$ cat src/rtl/cache_arb_pkg.sv
// rtl/cache_arb_pkg.sv - shared types and constants for the cache port arbiter
package cache_arb_pkg;
  localparam int ADDR_W = 13;
  localparam int DATA_W = 8;

  localparam logic REQ_M0 = 1'b0;
  localparam logic REQ_M1 = 1'b1;

  typedef enum logic [1:0] {
    IDLE    = 2'd0,
    BUSY    = 2'd1,
    RELEASE = 2'd2
  } state_t;
endpackage

$ cat src/rtl/cache_port_arbiter_rr.sv
// rtl/cache_port_arbiter_rr.sv - two-way round-robin pick, purely combinational
module rr_arbiter2 (
  input  logic [1:0] req,
  input  logic       last,
  output logic [1:0] grant
);
  // On contention the requester that was not granted last wins.
  assign grant[0] = req[0] & (~req[1] | last);
  assign grant[1] = req[1] & (~req[0] | ~last);
endmodule

$ cat src/rtl/cache_port_arbiter.sv
// rtl/cache_port_arbiter.sv - shares one cache CPU port between an instruction and a data requester
module cache_port_arbiter
  import cache_arb_pkg::*;
#(
  parameter int TIMEOUT = 255
) (
  input  logic              clk,
  input  logic              reset_n,
  input  logic [ADDR_W-1:0] m0_addr,
  input  logic              m0_rreq,
  output logic [DATA_W-1:0] m0_rdata,
  output logic              m0_hit,
  input  logic [ADDR_W-1:0] m1_addr,
  input  logic              m1_rreq,
  input  logic              m1_wreq,
  input  logic [DATA_W-1:0] m1_wdata,
  output logic [DATA_W-1:0] m1_rdata,
  output logic              m1_hit,
  output logic [ADDR_W-1:0] addr_to_cache,
  output logic              rreq_to_cache,
  output logic              wreq_to_cache,
  output logic [DATA_W-1:0] wdata_to_cache,
  input  logic [DATA_W-1:0] rdata_from_cache,
  input  logic              hit_from_cache,
  output logic              err_timeout
);
  localparam int CW = (TIMEOUT < 1) ? 1 : $clog2(TIMEOUT + 1);

  state_t        state;
  logic          gnt_id;
  logic          last;
  logic          dropped;
  logic [CW-1:0] cnt;
  logic [1:0]    req;
  logic [1:0]    grant;
  logic          live_req;
  logic          hit_ok;
  logic          timed_out;

  assign req = {m1_rreq | m1_wreq, m0_rreq};

  rr_arbiter2 u_rr (
    .req   (req),
    .last  (last),
    .grant (grant)
  );

  // A requester that let go of its request mid-grant gets no completion pulse.
  assign live_req  = (gnt_id == REQ_M1) ? req[1] : req[0];
  assign hit_ok    = (state == BUSY) & hit_from_cache & ~dropped & live_req;
  assign m0_hit    = hit_ok & (gnt_id == REQ_M0);
  assign m1_hit    = hit_ok & (gnt_id == REQ_M1);
  assign m0_rdata  = rdata_from_cache;
  assign m1_rdata  = rdata_from_cache;
  assign timed_out = (cnt == CW'(TIMEOUT));

  always_ff @(posedge clk or negedge reset_n) begin
    if (!reset_n) begin
      state          <= IDLE;
      gnt_id         <= REQ_M0;
      last           <= REQ_M1;
      dropped        <= 1'b0;
      cnt            <= '0;
      err_timeout    <= 1'b0;
      addr_to_cache  <= '0;
      wdata_to_cache <= '0;
      rreq_to_cache  <= 1'b0;
      wreq_to_cache  <= 1'b0;
    end else begin
      case (state)
        IDLE: begin
          if (|grant) begin
            cnt     <= '0;
            dropped <= 1'b0;
            state   <= BUSY;
            if (grant[REQ_M1]) begin
              gnt_id         <= REQ_M1;
              addr_to_cache  <= m1_addr;
              wdata_to_cache <= m1_wdata;
              wreq_to_cache  <= m1_wreq;
              rreq_to_cache  <= ~m1_wreq;
            end else begin
              gnt_id        <= REQ_M0;
              addr_to_cache <= m0_addr;
              rreq_to_cache <= 1'b1;
              wreq_to_cache <= 1'b0;
            end
          end
        end
        BUSY: begin
          if (!live_req) dropped <= 1'b1;
          if (hit_from_cache) begin
            last          <= gnt_id;
            rreq_to_cache <= 1'b0;
            wreq_to_cache <= 1'b0;
            state         <= RELEASE;
          end else if (timed_out) begin
            err_timeout   <= 1'b1;
            rreq_to_cache <= 1'b0;
            wreq_to_cache <= 1'b0;
            state         <= RELEASE;
          end else begin
            cnt <= cnt + CW'(1);
          end
        end
        RELEASE: state <= IDLE;
        default: state <= IDLE;
      endcase
    end
  end
endmodule
$ cat config.mk
export PLATFORM = sky130hd
export DESIGN_NAME = cache_port_arbiter
export DESIGN_NICKNAME = d
export VERILOG_FILES = /design/src/rtl/cache_arb_pkg.sv /design/src/rtl/cache_port_arbiter_rr.sv /design/src/rtl/cache_port_arbiter.sv
export SDC_FILE = /design/constraint.sdc
export NUM_CORES = 1
export LEC_CHECK = 0
export CORE_MARGIN = 8
export CORE_UTILIZATION = 50
export CTS_CLUSTER_SIZE = 12
export DETAILED_ROUTE_END_ITERATION = 10
export DONT_BUFFER_PORTS = 1
export GPL_TIMING_DRIVEN = 0
export SLEW_MARGIN = 20
export SYNTH_ARGS = -nofsm -noshare
export SYNTH_HDL_FRONTEND = slang
export SYNTH_SLANG_ARGS = --single-unit
$ cat constraint.sdc
create_clock -name clk -period 2 [get_ports clk]
set_clock_uncertainty 0.1 [all_clocks]
set_input_delay 0.3 -clock clk [delete_from_list [all_inputs] [get_ports clk]]
set_output_delay 0.3 -clock clk [all_outputs]
set_load 0.005 [all_outputs]
==> results.cfg <==
[yosys]
syn_inst = 174
synthFlopType = dfrtp_1
syn_nets = 223
synth_edf_count = 0
synth_top_area_share = 0.485
ys_ff_latch = 37
synth.top_cells.by_area = dfrtp_1, mux2i_1, buf_4
synth_top_cell_by_area = dfrtp_1
ys_warn_count = 0
netlist_top_cells_count = dfrtp_1, nand2_1, buf_4, mux2i_1, o21ai_1
seq_area_frac_synth = 0.499
synthArstFlopShare = 1.00
syn_area_um2 = 1860
synth.most_common_cell = dfrtp_1
syn_area_per_cell_um2 = 10.7
ys_types = 34

[global_routing]
grt_pass1_vias = 1443
grtUsageTotal = 0.149
grt_first_pass_wirelength_um = 7200
overflow = 0
grt_max_degree = 38
antenna_found_initial = 0

[final_layout]
area_growth_pct = 10.3
filler_cell_count = 302
multiInputGateArea_um2 = 744
seq_area_um2 = 927
post-route-util = 0.568
fin_nets = 232
diodes = 0
layout-drive-gt1-share = 0.255

[power_and_ir_drop]
pwr_density_cell_nw_per_um2 = 1450
seqPwrFrac = 0.461
pwr-share-clk = 0.189
leakage_nw = 0.980
power_mw = 2.96
comb_power_share = 0.350
p_int_mw = 1.90
p_switching_mw = 1.06
peakVddDrop_v = 0.000728
p_sw_frac = 0.358

[timing]
final-setup-viol-count = 0
slew_viol_final = 0
final.setup.tns_ns = 0
hold_viol_final = 0
setup_ws_ns = 0.197
fin_crit_sh = 0.901
worst_hold_slack_ns = 0.0562
worstMarginPinSlew_ns = 0.333
fin_crit_ns = 1.80
max_freq_mhz = 555
rsz0062_at_grt = false
slew_headroom = 0.778

[floorplan]
dieArea_um2 = 5920
start_util = 0.515
core_um2 = 3610
die_x_um = 76.9
rows = 22
fp.dieH_um = 76.9
io_pins = 90

[outcome]
outcome = completed

[setup_path]
crit_arrival_ns = 1.40
endpoint_kind = output pin
path_class = register to output pin
cp.required_ns = 1.60
start_kind = register
r2r_slack_ns = 0.31
r2r-start = cnt[0]$_DFFE_PN0P_
cp_max_fo = 9
cp-startpoint = state[1]$_DFFE_PN0P_

[detailed_routing]
wire_per_inst_um = 18.4
ant_nets = 0
drtIter0Drc = 82
dr.pass1.iters = 4
vias_per_cell = 5.75
drt-total-wl_um = 4270
vias = 1333
drc = 0

[worst_hold_path]
hp-class = input pin to register
hp-start = m1_wdata[7]

[place]
place_ws_ns = 0.337
place.gp.congestion = 0.804
io_buffers = 0
dp_hpwl_um = 3280

[cts]
cts.sinks = 37
cts_tree = yes
path_clk_slew_ns = 0.07
ctsResizeCount = 0
post-cts-setup-buffers = 0
hold_buffers = 2
clock_latency_ns = 0.29
htreeDepth = 2
clock_path_buffers = 2
numCtsBuffers = 5
root_buffer = clkbuf_8

[flow_run]
maxCapViolCount = 0
[stage by stage]
stage                     area, um2  instances
after floorplan                1860        174
final                          2050        232
after detailed placement       1920        222
after global routing           2050        232
after global placement         1920        222
after CTS                      2050        232
[state kept, by name (all words and copies together) (netlist names)]
signal and cells:
addr_to_cache 13, cnt 8, wdata_to_cache 8, state 2, dropped 1, err_timeout 1
gnt_id 1, last 1, rreq_to_cache 1, wreq_to_cache 1
[cells in the final DEF, fill, tap and decap left out, types with 5 or more instances in the layout]
master | synthesis | routed
a31oi_1 | 5 | 5
buf_4 | 16 | 16
clkbuf_8 | 0 | 7
dfrtp_1 | 36 | 36
mux2_4 | 8 | 8
mux2i_1 | 13 | 13
nand2_1 | 25 | 25
nand3_1 | 8 | 8
o21ai_0 | 6 | 6
o21ai_1 | 13 | 13
[area by class of cell]
class	instances	area share
flip-flops and latches	37	0.453
multi-input cells	111	0.363
plain buffers	24	0.0867
clock buffers	7	0.0470
well taps	48	0.0293
repair buffers	2	0.0147
inverters	2	0.00367
clock inverters	1	0.00244
[final timing paths]
path	end	cells past startpoint
min reg2reg	cnt[5]$_DFFE_PN0P_	1
max reg2reg	cnt[5]$_DFFE_PN0P_	5
min	wdata_to_cache[7]$_DFFE_PN0P_	1
max in group asynchronous	last$_DFFE_PN1P_	2
min in group asynchronous	wdata_to_cache[4]$_DFFE_PN0P_	2
max	m0_hit	4
[critical path, cell delays in order, from the launching register on]
cell and delay (ns):
dfrtp_1 0.45, nor2b_2 0.15, buf_6 0.14, nand2_1 0.10, nor3_1 0.27
[metal layers]
metal	share of wire	routed length [um]	track usage
met1	0.43	1830	0.181
met4	0.018	78	0.0577
met5	0	0	0
met3	0.092	393	0.0618
met2	0.46	1970	0.229
[cells by family after synthesis]
kind of cell / share of synthesized area
multiplexers: 0.141
AO/OA/AOI/OAI: 0.121
AND/OR/NAND/NOR: 0.133
adder cells (fa/ha/maj): 0.00674
flip-flops: 0.499
buffers and inverters: 0.0997
[power by group through the flow]
stage                     Clock [mW]  Combinational (mW)  Sequential [mW]
final                          0.559                1.04             1.37
after global routing           0.618                1.16             1.41
after CTS                      0.576                1.05             1.37
after detailed placement           0                1.03             1.38
after global placement             0               0.989             1.37
after floorplan                    0               0.863             1.28
Note: power is estimated with default switching activity, not from simulation.
